**src/rtl/lcd_message_sequencer_if.sv**
```systemverilog
// Handshake bundle between a pass requester and lcd_message_sequencer.
// master: drives start/msg_sel/drv_ready. slave: drives the LCD write port and status.
// IDX_W tracks the sequencer's character index width.
interface lcd_message_sequencer_if #(
  parameter int SEL_W     = 2,
  parameter int NUM_CHARS = 16
) ();
  localparam int IDX_W = $clog2(NUM_CHARS);

  logic [SEL_W-1:0] msg_sel;
  logic             start;
  logic             drv_ready;
  logic             wr_en;
  logic [7:0]       char_out;
  logic [IDX_W-1:0] char_idx;
  logic             busy;
  logic             done;

  modport master (
    output msg_sel, start, drv_ready,
    input  wr_en, char_out, char_idx, busy, done
  );

  modport slave (
    input  msg_sel, start, drv_ready,
    output wr_en, char_out, char_idx, busy, done
  );
endinterface

```
**src/rtl/lcd_message_sequencer.sv**
```systemverilog
// Paced streamer: writes every character of one ROM message to the LCD driver per pass.
// Latency: first strobe CLK_DIV+1 clocks after start; CLK_DIV+1 clocks between strobes.
// Backpressure: holds in ISSUE with no strobe while drv_ready=0. LCD_SEQ_REPEAT_EN: passes loop until reset.
module lcd_message_sequencer #(
  parameter int CLK_DIV   = 1600000,
  parameter int NUM_CHARS = 16,
  parameter int NUM_MSGS  = 4,
  parameter int SEL_W     = 2
) (
  input logic                    clk,
  input logic                    reset,
  lcd_message_sequencer_if.slave bus
);

  localparam int IDX_W = $clog2(NUM_CHARS);
  localparam int CNT_W = (CLK_DIV > 1) ? $clog2(CLK_DIV) : 1;
  localparam logic [CNT_W-1:0] CNT_LAST = CNT_W'(CLK_DIV - 1);
  localparam logic [IDX_W-1:0] IDX_LAST = IDX_W'(NUM_CHARS - 1);
  localparam logic [SEL_W:0]   MSG_LIM  = (SEL_W+1)'(NUM_MSGS);

  typedef enum logic [1:0] {IDLE, PACE, ISSUE, DONE} state_t;

  state_t           state_q, state_d;
  logic [CNT_W-1:0] cnt_q, cnt_d;
  logic [IDX_W-1:0] idx_q, idx_d;
  logic [SEL_W-1:0] sel_q, sel_d;
  logic             wr_en_q, wr_en_d;
  logic [7:0]       char_out_q, char_out_d;
  logic [IDX_W-1:0] char_idx_q, char_idx_d;
  logic             busy_q, busy_d;
  logic             done_q, done_d;
  logic [SEL_W-1:0] sel_pick;

  // Out-of-range selections fall back to message 0.
  assign sel_pick = ({1'b0, bus.msg_sel} < MSG_LIM) ? bus.msg_sel : '0;

  // Fixed message ROM; everything past the five-letter words is space padding.
  function automatic logic [7:0] rom_char(input logic [SEL_W-1:0] s, input logic [IDX_W-1:0] i);
    logic [39:0] msg;
    logic [7:0]  c;
    case (int'(s))
      0:       msg = "HELLO";
      1:       msg = "HOWDY";
      2:       msg = "READY";
      3:       msg = "ERROR";
      default: msg = "     ";
    endcase
    case (int'(i))
      0:       c = msg[39:32];
      1:       c = msg[31:24];
      2:       c = msg[23:16];
      3:       c = msg[15:8];
      4:       c = msg[7:0];
      default: c = 8'h20;
    endcase
    return c;
  endfunction

  // Next-state and registered-output logic.
  always_comb begin
    state_d    = state_q;
    cnt_d      = cnt_q;
    idx_d      = idx_q;
    sel_d      = sel_q;
    wr_en_d    = 1'b0;
    char_out_d = char_out_q;
    char_idx_d = char_idx_q;
    done_d     = 1'b0;
    case (state_q)
      IDLE: begin
        if (bus.start) begin
          sel_d   = sel_pick;
          idx_d   = '0;
          cnt_d   = '0;
          state_d = PACE;
        end
      end
      PACE: begin
        if (cnt_q == CNT_LAST) begin
          cnt_d   = '0;
          state_d = ISSUE;
        end else begin
          cnt_d = cnt_q + CNT_W'(1);
        end
      end
      ISSUE: begin
        if (bus.drv_ready) begin
          wr_en_d    = 1'b1;
          char_out_d = rom_char(sel_q, idx_q);
          char_idx_d = idx_q;
          if (idx_q == IDX_LAST) begin
            state_d = DONE;
          end else begin
            idx_d   = idx_q + IDX_W'(1);
            state_d = PACE;
          end
        end
      end
      DONE: begin
        done_d = 1'b1;
`ifdef LCD_SEQ_REPEAT_EN
        sel_d   = sel_pick;
        idx_d   = '0;
        cnt_d   = '0;
        state_d = PACE;
`else
        state_d = IDLE;
`endif
      end
      default: state_d = IDLE;
    endcase
    busy_d = (state_d != IDLE);
  end

  // State and output registers; reset wins over any pending start or strobe.
  always_ff @(posedge clk) begin
    if (reset) begin
      state_q    <= IDLE;
      cnt_q      <= '0;
      idx_q      <= '0;
      sel_q      <= '0;
      wr_en_q    <= 1'b0;
      char_out_q <= 8'h20;
      char_idx_q <= '0;
      busy_q     <= 1'b0;
      done_q     <= 1'b0;
    end else begin
      state_q    <= state_d;
      cnt_q      <= cnt_d;
      idx_q      <= idx_d;
      sel_q      <= sel_d;
      wr_en_q    <= wr_en_d;
      char_out_q <= char_out_d;
      char_idx_q <= char_idx_d;
      busy_q     <= busy_d;
      done_q     <= done_d;
    end
  end

  assign bus.wr_en    = wr_en_q;
  assign bus.char_out = char_out_q;
  assign bus.char_idx = char_idx_q;
  assign bus.busy     = busy_q;
  assign bus.done     = done_q;

endmodule

```
**src/flat_wrapper.sv**
```systemverilog
// flat-port wrapper written by rule: the top's interface ports become plain ports
module lcd_message_sequencer_flat 
#(
  parameter int CLK_DIV   = 1600000,
  parameter int NUM_CHARS = 16,
  parameter int NUM_MSGS  = 4,
  parameter int SEL_W     = 2
)
  (clk, reset, bus_msg_sel, bus_start, bus_drv_ready, bus_wr_en, bus_char_out, bus_char_idx, bus_busy, bus_done);
  lcd_message_sequencer_if #(.SEL_W(SEL_W), .NUM_CHARS(NUM_CHARS)) bus_i ();
  input logic clk;
  input logic reset;
  input wire logic [$bits(bus_i.msg_sel)-1:0] bus_msg_sel;
  input wire logic [$bits(bus_i.start)-1:0] bus_start;
  input wire logic [$bits(bus_i.drv_ready)-1:0] bus_drv_ready;
  output wire logic [$bits(bus_i.wr_en)-1:0] bus_wr_en;
  output wire logic [$bits(bus_i.char_out)-1:0] bus_char_out;
  output wire logic [$bits(bus_i.char_idx)-1:0] bus_char_idx;
  output wire logic [$bits(bus_i.busy)-1:0] bus_busy;
  output wire logic [$bits(bus_i.done)-1:0] bus_done;
  assign bus_i.msg_sel = bus_msg_sel;
  assign bus_i.start = bus_start;
  assign bus_i.drv_ready = bus_drv_ready;
  assign bus_wr_en = bus_i.wr_en;
  assign bus_char_out = bus_i.char_out;
  assign bus_char_idx = bus_i.char_idx;
  assign bus_busy = bus_i.busy;
  assign bus_done = bus_i.done;
  lcd_message_sequencer #(.CLK_DIV(CLK_DIV), .NUM_CHARS(NUM_CHARS), .NUM_MSGS(NUM_MSGS), .SEL_W(SEL_W)) u_core (.clk(clk), .reset(reset), .bus(bus_i));
endmodule
```
**config.mk**
```make
export PLATFORM = sky130hd
export DESIGN_NAME = lcd_message_sequencer_flat
export DESIGN_NICKNAME = d
export VERILOG_FILES = /design/src/rtl/lcd_message_sequencer_if.sv /design/src/rtl/lcd_message_sequencer.sv /design/src/flat_wrapper.sv
export SDC_FILE = /design/constraint.sdc
export NUM_CORES = 1
export LEC_CHECK = 0
export CAP_MARGIN = 15
export CORE_MARGIN = 10
export CORE_UTILIZATION = 61
export DETAILED_ROUTE_END_ITERATION = 8
export PLACE_DENSITY = 0.83
export SLEW_MARGIN = 10
export SYNTH_ARGS = -nofsm -noshare
export SYNTH_HDL_FRONTEND = slang
export SYNTH_SLANG_ARGS = --single-unit
```
**constraint.sdc**
```tcl
create_clock -name clk -period 4.3 [get_ports clk]
set_clock_uncertainty 0.2 [all_clocks]
set_input_delay 1.29 -clock clk [delete_from_list [all_inputs] [get_ports clk]]
set_output_delay 1.29 -clock clk [all_outputs]
set_load 0.03 [all_outputs]
```
==> results of run 1 <==
==> cells in the mapped netlist (all sizes together) <==
cell type  number
o21ai          15
nand4           5
a31oi           8
or3             3
or4b            2
xnor2           4
and4b           1
clkbuf          8
a21o            1
nand3          17
xor2            1
a22oi           4
or4             3
nor3b           1
a211oi          3
a222oi          1
a21oi          26
inv            13
a21boi          1
nor2           30
mux2i           2
nor3            8
conb            1
nor4            3
a221oi          1
and3            3
o22ai           3
nand2          27
dfxtp          43
o21a            3
nor2b           3
o211ai          2
a211o           2
buf             5
ha             10
nand3b          2
or2             4
a32o            1
o21bai          2
and2            1
or2b            5
a22o            1
o311ai          1
==> where the power goes <==
group	total, mW	switching (mW)	internal (mW)
clock network	0.262	0.146	0.116
registers	0.413	0.00894	0.404
logic	0.0690	0.0410	0.0279
==> critical path, stage by stage <==
cell and delay, ps:
clkdlybuf4s50_1 560, a211oi_2 520, buf_4 290, and3_1 170, a211o_1 90
==> state kept, by name, summed over array words and instances, names as in the netlist <==
register	count
u_core.bus.char_out	7
u_core.bus.char_idx	4
u_core.bus.wr_en	1
u_core.sel_q	2
u_core.idx_q	4
u_core.bus.done	1
u_core.cnt_q	21
u_core.state_q	2
u_core.bus.busy	1
==> logic make-up after synthesis <==
| group | synth area share (%) |
|---|---|
| DFF | 38.1 |
| muxes | 0.885 |
| xor gates and xnor gates | 1.94 |
| buffers and inverters | 5.48 |
| other | 0.166 |
| adders and majority gates | 5.53 |
| and+or+nand+nor | 27.4 |
| AOI/OAI and AO/OA | 20.5 |
==> cells in the final DEF (no fill, tap or decap), types with 3 or more instances in the layout <==
master,instances
clkbuf_8,5
a22oi_1,4
nand4_1,5
inv_1,13
a21oi_1,26
nand2_1,27
xnor2_1,4
nor2_1,30
or2_2,4
o22ai_1,3
or2b_2,3
buf_4,3
a31oi_1,8
dfxtp_1,43
or4_1,3
nor3_1,8
o21ai_0,15
clkdlybuf4s50_1,19
ha_1,10
o21a_1,3
or3_1,3
nand3_1,17
nor2b_1,3
==> stage by stage <==
stage / total power [mW] / hold WS (ps) / utilization [%] / area (um2) / setup slack, ps
floorplan: 0.474 / 257 / - / 2260 / 1770
global placement: 0.489 / 241 / 67.7 / 2460 / 1160
detailed placement: 0.490 / 245 / 67.7 / 2460 / 1110
CTS: 0.752 / 256 / 70.2 / 2550 / 1420
global route: 0.774 / 275 / 70.2 / 2550 / 1270
finish: 0.744 / 254 / 70.2 / 2550 / 1420
==> worst min path at each step <==
stage,from,endpoint,depth (start not counted)
finish,u_core.bus.char_out[0]$_SDFFE_PP0P_,u_core.bus.char_out[0]$_SDFFE_PP0P_,2
global route,u_core.bus.char_out[0]$_SDFFE_PP0P_,u_core.bus.char_out[0]$_SDFFE_PP0P_,2
CTS,u_core.bus.char_out[0]$_SDFFE_PP0P_,u_core.bus.char_out[0]$_SDFFE_PP0P_,2
detailed placement,u_core.bus.char_out[0]$_SDFFE_PP0P_,u_core.bus.char_out[0]$_SDFFE_PP0P_,2
global placement,u_core.bus.char_out[0]$_SDFFE_PP0P_,u_core.bus.char_out[0]$_SDFFE_PP0P_,2
floorplan,u_core.cnt_q[8]$_SDFFE_PP0P_,u_core.cnt_q[8]$_SDFFE_PP0P_,2
==> final cells by class <==
cell class / instances / area [um2]
fillers: 320 / 1080
multi-input cells: 211 / 1280
clock buffers: 5 / 68.8
inverters: 13 / 48.8
repair buffers: 22 / 213
clock inverters: 3 / 25.0
well taps: 48 / 60.1
flip-flops and latches: 43 / 861
==> per-layer routing <==
metal  wire length (um)  up-vias  GRT usage, %
li1                   -     1025             -
met1               2400      911          21.1
met2               2050       51          21.8
met3                312        7          3.97
met4                 68        0          5.19
met5                  0        -             0
==> impl_metrics.csv, run 1 <==
group,metric,value,unit
status,run_status,"complete, no violations",
setup_path,rrSetupSlack,1820,ps
setup_path,cp_data_arrival_time,2920,ps
route,avgRoutedWirePerCell,14.0,um
sta,finalCritPeriodShare,66.9,%
yosys,netlist_instances,280,
clocking,cts_setup_buffers,0,
run,drv_cap,0,
yosys,yosys.area.top_type_share,38.1,%
yosys,ys_warn_count,0,
finish,diodes,0,
die,fp.dieW,80.9,um
power_and_ir_drop,ir_worst_vdd,0.247,mV
place,place_congestion,0.928,
clocking,htreeDepth,2,
sta,setup_viol,0,
finish,finalNonFillerCells,345,
finish,drive_gt1_share,8.08,%
power_and_ir_drop,power.density,292,mW/mm2
yosys,synthDistinctLibCells,53,
setup_path,endpoint,"u_core.cnt_q[11]$_SDFFE_PP0P_",
yosys,synthTopCellsByArea,"dfxtp_1 (38%), a21oi_1 (5.8%), ha_1 (5.5%)",
die,ioPinCount,21,
sta,finalSetupTns,0,ps
clocking,post_cts_resize_count,0,
sta,rsz0062_at_grt,"no",
clocking,cts_sinks,43,
place,portBuffers,19,
yosys,yosysTopAreaCell,"dfxtp_1",
global_routing,grt_pass1_wl,8.08,mm
yosys,synth_seq_cells,43,
setup_path,cp.required,4350,ps
place,dp.cells,337,
finish,synthToLayoutAreaGrowth,12.9,%
global_routing,antenna_found_initial,0,
yosys,avgSynthCellArea,8.07,um2
sta,slew_headroom,57.0,%
global_routing,track_usage,15.1,%
route,ant_nets,0,
clocking,cts_root_buffer,"clkbuf_8",
route,vias,1994,
hold_path,hp-class,"flip-flop to flip-flop",
clocking,clock_latency,300,ps
power_and_ir_drop,p_leak,0.905,nW
yosys,synth-seq-area-share,38.1,%
route,wl,4.82,mm
route,via_per_inst,5.78,
clocking,cts_tree,"built",
die,dieArea,0.00654,mm2
sta,finalCriticalPeriod,2880,ps
die,coreArea,0.00363,mm2
setup_path,regToRegStartpoint,"u_core.cnt_q[16]$_SDFFE_PP0P_",
clocking,clockBufferDepth,2,
die,start_util,62.2,%
setup_path,rr_worst_depth,6,
sta,tightestPinTransition,639,ps
setup_path,startpoint_type,"input port",
clocking,cts_hold_buf,0,
setup_path,path_class,"input port to flip-flop",
sta,drv_slew,0,
route,drt-initial-drc-count,117,
clocking,cts_buffers,5,
setup_path,crit_path_max_fanout,12,
global_routing,grt_pass1_vias,1757,
yosys,synth_area,0.00226,mm2
sta,max_freq,347,MHz
setup_path,startpoint,"reset",
global_routing,grt_max_degree,17,
die,floorplan.die.height,80.9,um
sta,final-hold-violation-count,0,
global_routing,overflow,0,
route,dr.pass1.iters,4,
finish,final_nets,312,
route,drc,0,
die,placementRows,22,
clocking,cts.clk_slew.worst_paths,80,ps
yosys,syn_nets,296,
setup_path,endpoint_kind,"flip-flop",
place,hpwl,3.49,mm
setup_path,r2r_end,"u_core.cnt_q[11]$_SDFFE_PP0P_",
(Power assumes the default switching activity.)
==> run 2: changes to the inputs <==
--- a/config.mk
+++ b/config.mk
@@ -7,9 +7,9 @@
 export LEC_CHECK = 0
 export CAP_MARGIN = 15
 export CORE_MARGIN = 10
-export CORE_UTILIZATION = 61
+export CORE_UTILIZATION = 51
 export DETAILED_ROUTE_END_ITERATION = 8
-export PLACE_DENSITY = 0.83
+export PLACE_DENSITY = 0.74
 export SLEW_MARGIN = 10
 export SYNTH_ARGS = -nofsm -noshare
 export SYNTH_HDL_FRONTEND = slang
==> constraint.sdc (replaced) <==
create_clock -name clk -period 2.37 [get_ports clk]
set_clock_uncertainty 0.2 [all_clocks]
set_input_delay 0.711 -clock clk [delete_from_list [all_inputs] [get_ports clk]]
set_output_delay 0.711 -clock clk [all_outputs]
set_load 0.03 [all_outputs]
==> run 2 against run 1 <==
Design area up 6.4%. Wire length up 2.1%. Hold slack better by 5.9 ps. Sequential share of layout area down 2.0 points. First-iteration DRC count up 45%. Critical path depth up 2. Non-clock buffer count up 20. Clock power up 82%. Sequential power up 80%. Critical path type is now flip-flop to flip-flop. Highest routed layer unchanged.
==> impl_metrics.csv, run 2 (synthesis results as in run 1) <==
group,metric,value,unit
finish,final_util,62.8,%
sta,max_freq,441,MHz
power_and_ir_drop,ir_worst_vdd,0.330,mV
setup_path,cp.required,2360,ps
sta,final-hold-violation-count,0,
global_routing,antenna_found_initial,0,
clocking,cts.clk_slew.worst_paths,90,ps
place,portBuffers,19,
setup_path,crit_path_max_fanout,6,
clocking,htreeDepth,2,
power_and_ir_drop,p_leak,1.00,nW
clocking,clock_latency,290,ps
die,floorplan.die.height,86.6,um
finish,synthToLayoutAreaGrowth,20.1,%
place,place_congestion,0.907,
die,coreArea,0.00432,mm2
setup_path,critPathTopFamily,"simple AND/OR/NAND/NOR gates",
setup_path,regToRegStartpoint,"u_core.cnt_q[1]$_SDFFE_PP0P_",
route,ant_nets,0,
status,run_status,"complete, no violations",
finish,final_common_cell,"dfxtp_1",
clocking,clockBufferDepth,2,
place,hpwl,3.72,mm
global_routing,grt_pass1_wl,8.48,mm
clocking,cts_sinks,43,
setup_path,endpoint_kind,"flip-flop",
sta,drv_slew,0,
global_routing,grt_max_degree,16,
die,dieArea,0.00750,mm2
hold_path,hold_path_depth,2,
setup_path,r2r_end,"u_core.cnt_q[11]$_SDFFE_PP0P_",
finish,largest_reg_flops,21,
die,fp.dieW,86.6,um
setup_path,path_class,"flip-flop to flip-flop",
power_and_ir_drop,power.density,505,mW/mm2
finish,top_register,"u_core.cnt_q",
clocking,cts_tree,"built",
global_routing,grt_pass1_vias,1877,
finish,diodes,0,
sta,setup_viol,0,
global_routing,track_usage,13.4,%
hold_path,hp-start,"u_core.bus.char_out[0]$_SDFFE_PP0P_",
sta,finalSetupTns,0,ps
hold_path,hp-class,"flip-flop to flip-flop",
setup_path,cp_data_arrival_time,2260,ps
route,avgRoutedWirePerCell,13.3,um
setup_path,slowest_stage,"dfxtp_1",
route,drt-initial-drc-count,170,
finish,final_cell_mix,"dfxtp_1 (43), nor2_1 (29), nand2_1 (27)",
sta,finalCritPeriodShare,95.6,%
route,wl,4.93,mm
setup_path,rr_worst_depth,7,
run,drv_cap,0,
route,vias,2036,
hold_path,hold_end,"u_core.bus.char_out[0]$_SDFFE_PP0P_",
clocking,cts_root_buffer,"clkbuf_8",
place,placedInstanceArea,0.00261,mm2
setup_path,rrSetupSlack,100,ps
route,via_per_inst,5.52,
finish,drive_gt1_share,14.5,%
finish,final_nets,332,
finish,fin_area,0.00272,mm2
die,ioPinCount,21,
setup_path,startpoint_type,"flip-flop",
clocking,cts_setup_buffers,0,
setup_path,path_cells,"ha_1 -> nand4_1 -> nor2_2 -> a211oi_2 -> buf_4 -> and3_1 -> a211o_1",
sta,rsz0062_at_grt,"yes",
finish,fillers,389,
route,dr.pass1.iters,4,
route,drc,0,
setup_path,path_buf_inv,1,
setup_path,slowest_delay,390,ps
global_routing,overflow,0,
sta,finalCriticalPeriod,2270,ps
die,placementRows,24,
clocking,cts_buffers,5,
die,start_util,52.3,%
run 2: worst register-to-register path, stage by stage (launching register included):
cell,delay (ps)
dfxtp_1,390
ha_1,240
nand4_1,310
nor2_2,320
a211oi_2,120
buf_4,170
and3_1,160
a211o_1,250
run 2: worst max path at each step:
stage                                 startpoint                       endpoint  slack (ps)  depth (start not counted)
finish              u_core.cnt_q[1]$_SDFFE_PP0P_  u_core.cnt_q[11]$_SDFFE_PP0P_         100                          7
global route        u_core.cnt_q[1]$_SDFFE_PP0P_  u_core.cnt_q[15]$_SDFFE_PP0P_         -60                          8
CTS                 u_core.cnt_q[1]$_SDFFE_PP0P_  u_core.cnt_q[11]$_SDFFE_PP0P_          80                          7
detailed placement                         reset  u_core.cnt_q[17]$_SDFFE_PP0P_         -20                          4
global placement                           reset  u_core.cnt_q[19]$_SDFFE_PP0P_          -2                          4
floorplan           u_core.cnt_q[0]$_SDFFE_PP0P_  u_core.cnt_q[19]$_SDFFE_PP0P_         260                          7
run 2: timing repair:
item / 4_1_cts / 5_1_grt
resized for setup: 0 / 2
hold buffers: 0 / 0
endpoints found under the setup margin: 0 / 11
run 2: power by group:
part | total (mW) | internal, mW | switching [mW] | leakage [nW]
Clock | 0.478 | 0.211 | 0.267 | 0.0408
Sequential | 0.744 | 0.733 | 0.0112 | 0.348
Combinational | 0.149 | 0.0659 | 0.0831 | 0.615
run 2: per-layer routing:
layer / vias up / wire length [um] / global-route usage, %
met4: 0 / 38 / 3.83
met2: 56 / 2150 / 19.7
li1: 1071 / - / -
met3: 4 / 313 / 3.66
met1: 905 / 2430 / 18.6
met5: - / 0 / 0
run 2: layout make-up:
type / count / area (um2) / area share, %
inverters: 13 / 48.8 / 1.80
well taps: 52 / 65.1 / 2.40
clock buffers: 5 / 68.8 / 2.53
clock inverters: 3 / 23.8 / 0.876
multi-input cells: 211 / 1280 / 47.3
flip-flops and latches: 43 / 861 / 31.7
repair buffers: 42 / 363 / 13.4
run 2: stage by stage:
stage	hold slack [ps]	power [mW]	setup slack [ps]	std cells
after detailed placement	253	0.908	-24.7	361
after CTS	264	1.38	82.2	369
after global routing	286	1.43	-61.9	369
final	260	1.37	104	369
after global placement	246	0.907	-1.81	361
after floorplan	257	0.859	260	280
==> run 3: changes to the inputs <==
--- a/config.mk
+++ b/config.mk
@@ -9,6 +9,7 @@
 export CORE_MARGIN = 10
 export CORE_UTILIZATION = 51
 export DETAILED_ROUTE_END_ITERATION = 8
+export GPL_TIMING_DRIVEN = 0
 export PLACE_DENSITY = 0.74
 export SLEW_MARGIN = 10
 export SYNTH_ARGS = -nofsm -noshare
==> run 3 against run 2 <==
Power rose by 0.18%. Critical path depth did not move. Non-clock buffer count fell by 6. Wire length rose by 3.6%. Design area fell by 2.0%. Largest power group unchanged. Clock-buffer cell count did not move. Sequential power barely moved. Via count rose by 3.1%. Worst setup slack got worse by 12 ps. Sequential share of layout area rose by 0.64 points.
==> impl_metrics.csv, run 3 (synthesis results as in run 1) <==
group,metric,value,unit
setup_path,startpoint_type,"flip-flop",
hold_path,hp-class,"flip-flop to flip-flop",
sta,finalCritPeriodShare,96.1,%
finish,diodes,0,
setup_path,cp.required,2410,ps
setup_path,path_class,"flip-flop to flip-flop",
global_routing,grt_max_degree,16,
sta,finalCriticalPeriod,2280,ps
die,fp.dieW,86.6,um
finish,synthToLayoutAreaGrowth,17.7,%
clocking,cts_root_buffer,"clkbuf_8",
die,dieArea,0.00750,mm2
status,run_status,"complete, no violations",
setup_path,endpoint_kind,"flip-flop",
route,drt-initial-drc-count,157,
global_routing,grt_pass1_vias,1817,
clocking,clock_latency,300,ps
place,place_congestion,0.950,
power_and_ir_drop,p_leak,0.969,nW
route,drc,0,
power_and_ir_drop,ir_worst_vdd,0.334,mV
sta,drv_slew,0,
sta,final-hold-violation-count,0,
finish,seqCellArea,861,um2
finish,top_register,"u_core.cnt_q",
route,ant_nets,0,
clocking,cts.clk_slew.worst_paths,90,ps
place,placedInstanceArea,0.00252,mm2
die,start_util,52.3,%
global_routing,grt_pass1_wl,8.56,mm
finish,fin_area,0.00266,mm2
clocking,cts_sinks,43,
sta,tightestPinTransition,535,ps
setup_path,critPathTopFamily,"simple AND/OR/NAND/NOR gates",
setup_path,slowest_stage,"or4_1",
power_and_ir_drop,power.density,516,mW/mm2
finish,drive_gt1_share,10.6,%
sta,setup_viol,0,
setup_path,cp_data_arrival_time,2320,ps
route,via_per_inst,5.79,
die,placementRows,24,
setup_path,crit_path_max_fanout,10,
global_routing,track_usage,13.7,%
setup_path,path_cells,"ha_1 -> nand4_1 -> nor2_1 -> a211o_2 -> buf_4 -> or4_1 -> nand3_1",
route,wl,5.10,mm
place,portBuffers,19,
die,ioPinCount,21,
die,coreArea,0.00432,mm2
global_routing,overflow,0,
finish,final_cell_mix,"dfxtp_1 (43), nor2_1 (30), nand2_1 (27)",
clocking,cts_buffers,5,
route,avgRoutedWirePerCell,14.1,um
finish,final_util,61.5,%
clocking,htreeDepth,2,
global_routing,antenna_found_initial,0,
sta,max_freq,439,MHz
finish,finalNonFillerCells,363,
die,floorplan.die.height,86.6,um
route,vias,2100,
clocking,clockBufferDepth,2,
place,hpwl,3.63,mm
setup_path,path_buf_inv,1,
finish,final_nets,326,
place,dp.cells,351,
route,dr.pass1.iters,5,
sta,slew_headroom,64.4,%
sta,finalSetupTns,0,ps
setup_path,slowest_delay,500,ps
finish,largest_reg_flops,21,
clocking,cts_tree,"built",
finish,multi_input_area,0.00129,mm2
finish,final_common_cell,"dfxtp_1",
clocking,cts_hold_buf,0,
finish,fillers,392,
run,drv_cap,0,
run 3: cell count changes in the layout (fill, tap and decap cells not counted), sizes merged:
cell	delta
clkinvlp	-1
clkbuf	+8
buf	-14
clkinv	+2
inv	-1
run 3: per-layer routing:
metal	GRT usage (%)	part of all wire (%)
met5	0	0
met4	4.42	1.2
met3	4.03	5.3
met2	19.8	44
met1	18.9	50
run 3: through the flow:
stage / power, mW / hold slack [ps] / worst slack (ps)
finish: 1.37 / 261 / 91.3
global route: 1.43 / 285 / -11.7
CTS: 1.38 / 267 / 14.0
detailed placement: 0.901 / 255 / -447
global placement: 0.900 / 245 / -389
floorplan: 0.859 / 257 / 260
run 3: worst min-delay path, cell delays in order, from the launching register on:
cell and delay [ps]:
dfxtp_1 320, nand2_1 50, a21oi_1 50
run 3: layout make-up:
cell class / instances / area share [%]
clock buffer: 5 / 2.59
tap: 52 / 2.44
inverter: 13 / 1.83
timing repair buffer: 23 / 8.27
multi-input combinational: 211 / 48.7
sequential: 43 / 32.3
buffer: 13 / 2.91
clock inverter: 3 / 0.940
run 3: what timing repair did:
| item | 4_1_cts | 5_1_grt |
|---|---|---|
| setup endpoints to repair | 11 | 15 |
| buffers inserted | 0 | 4 |
| resized for setup | 3 | 4 |
| pin swaps | 0 | 2 |
run 3: path summary, 6_finish.rpt:
kind / startpoint / end / slack [ps] / depth (start not counted)
worst max-delay path: u_core.cnt_q[0]$_SDFFE_PP0P_ / u_core.cnt_q[19]$_SDFFE_PP0P_ / 90 / 7
worst min-delay path: u_core.bus.char_out[0]$_SDFFE_PP0P_ / u_core.bus.char_out[0]$_SDFFE_PP0P_ / 260 / 2
worst max register to register: u_core.cnt_q[0]$_SDFFE_PP0P_ / u_core.cnt_q[19]$_SDFFE_PP0P_ / 90 / 7
worst min register to register: u_core.bus.char_out[0]$_SDFFE_PP0P_ / u_core.bus.char_out[0]$_SDFFE_PP0P_ / 260 / 2
run 3: report_power, final:
group          switching, mW  internal, mW
sequential            0.0127         0.733
clock                  0.276         0.211
combinational         0.0847        0.0570
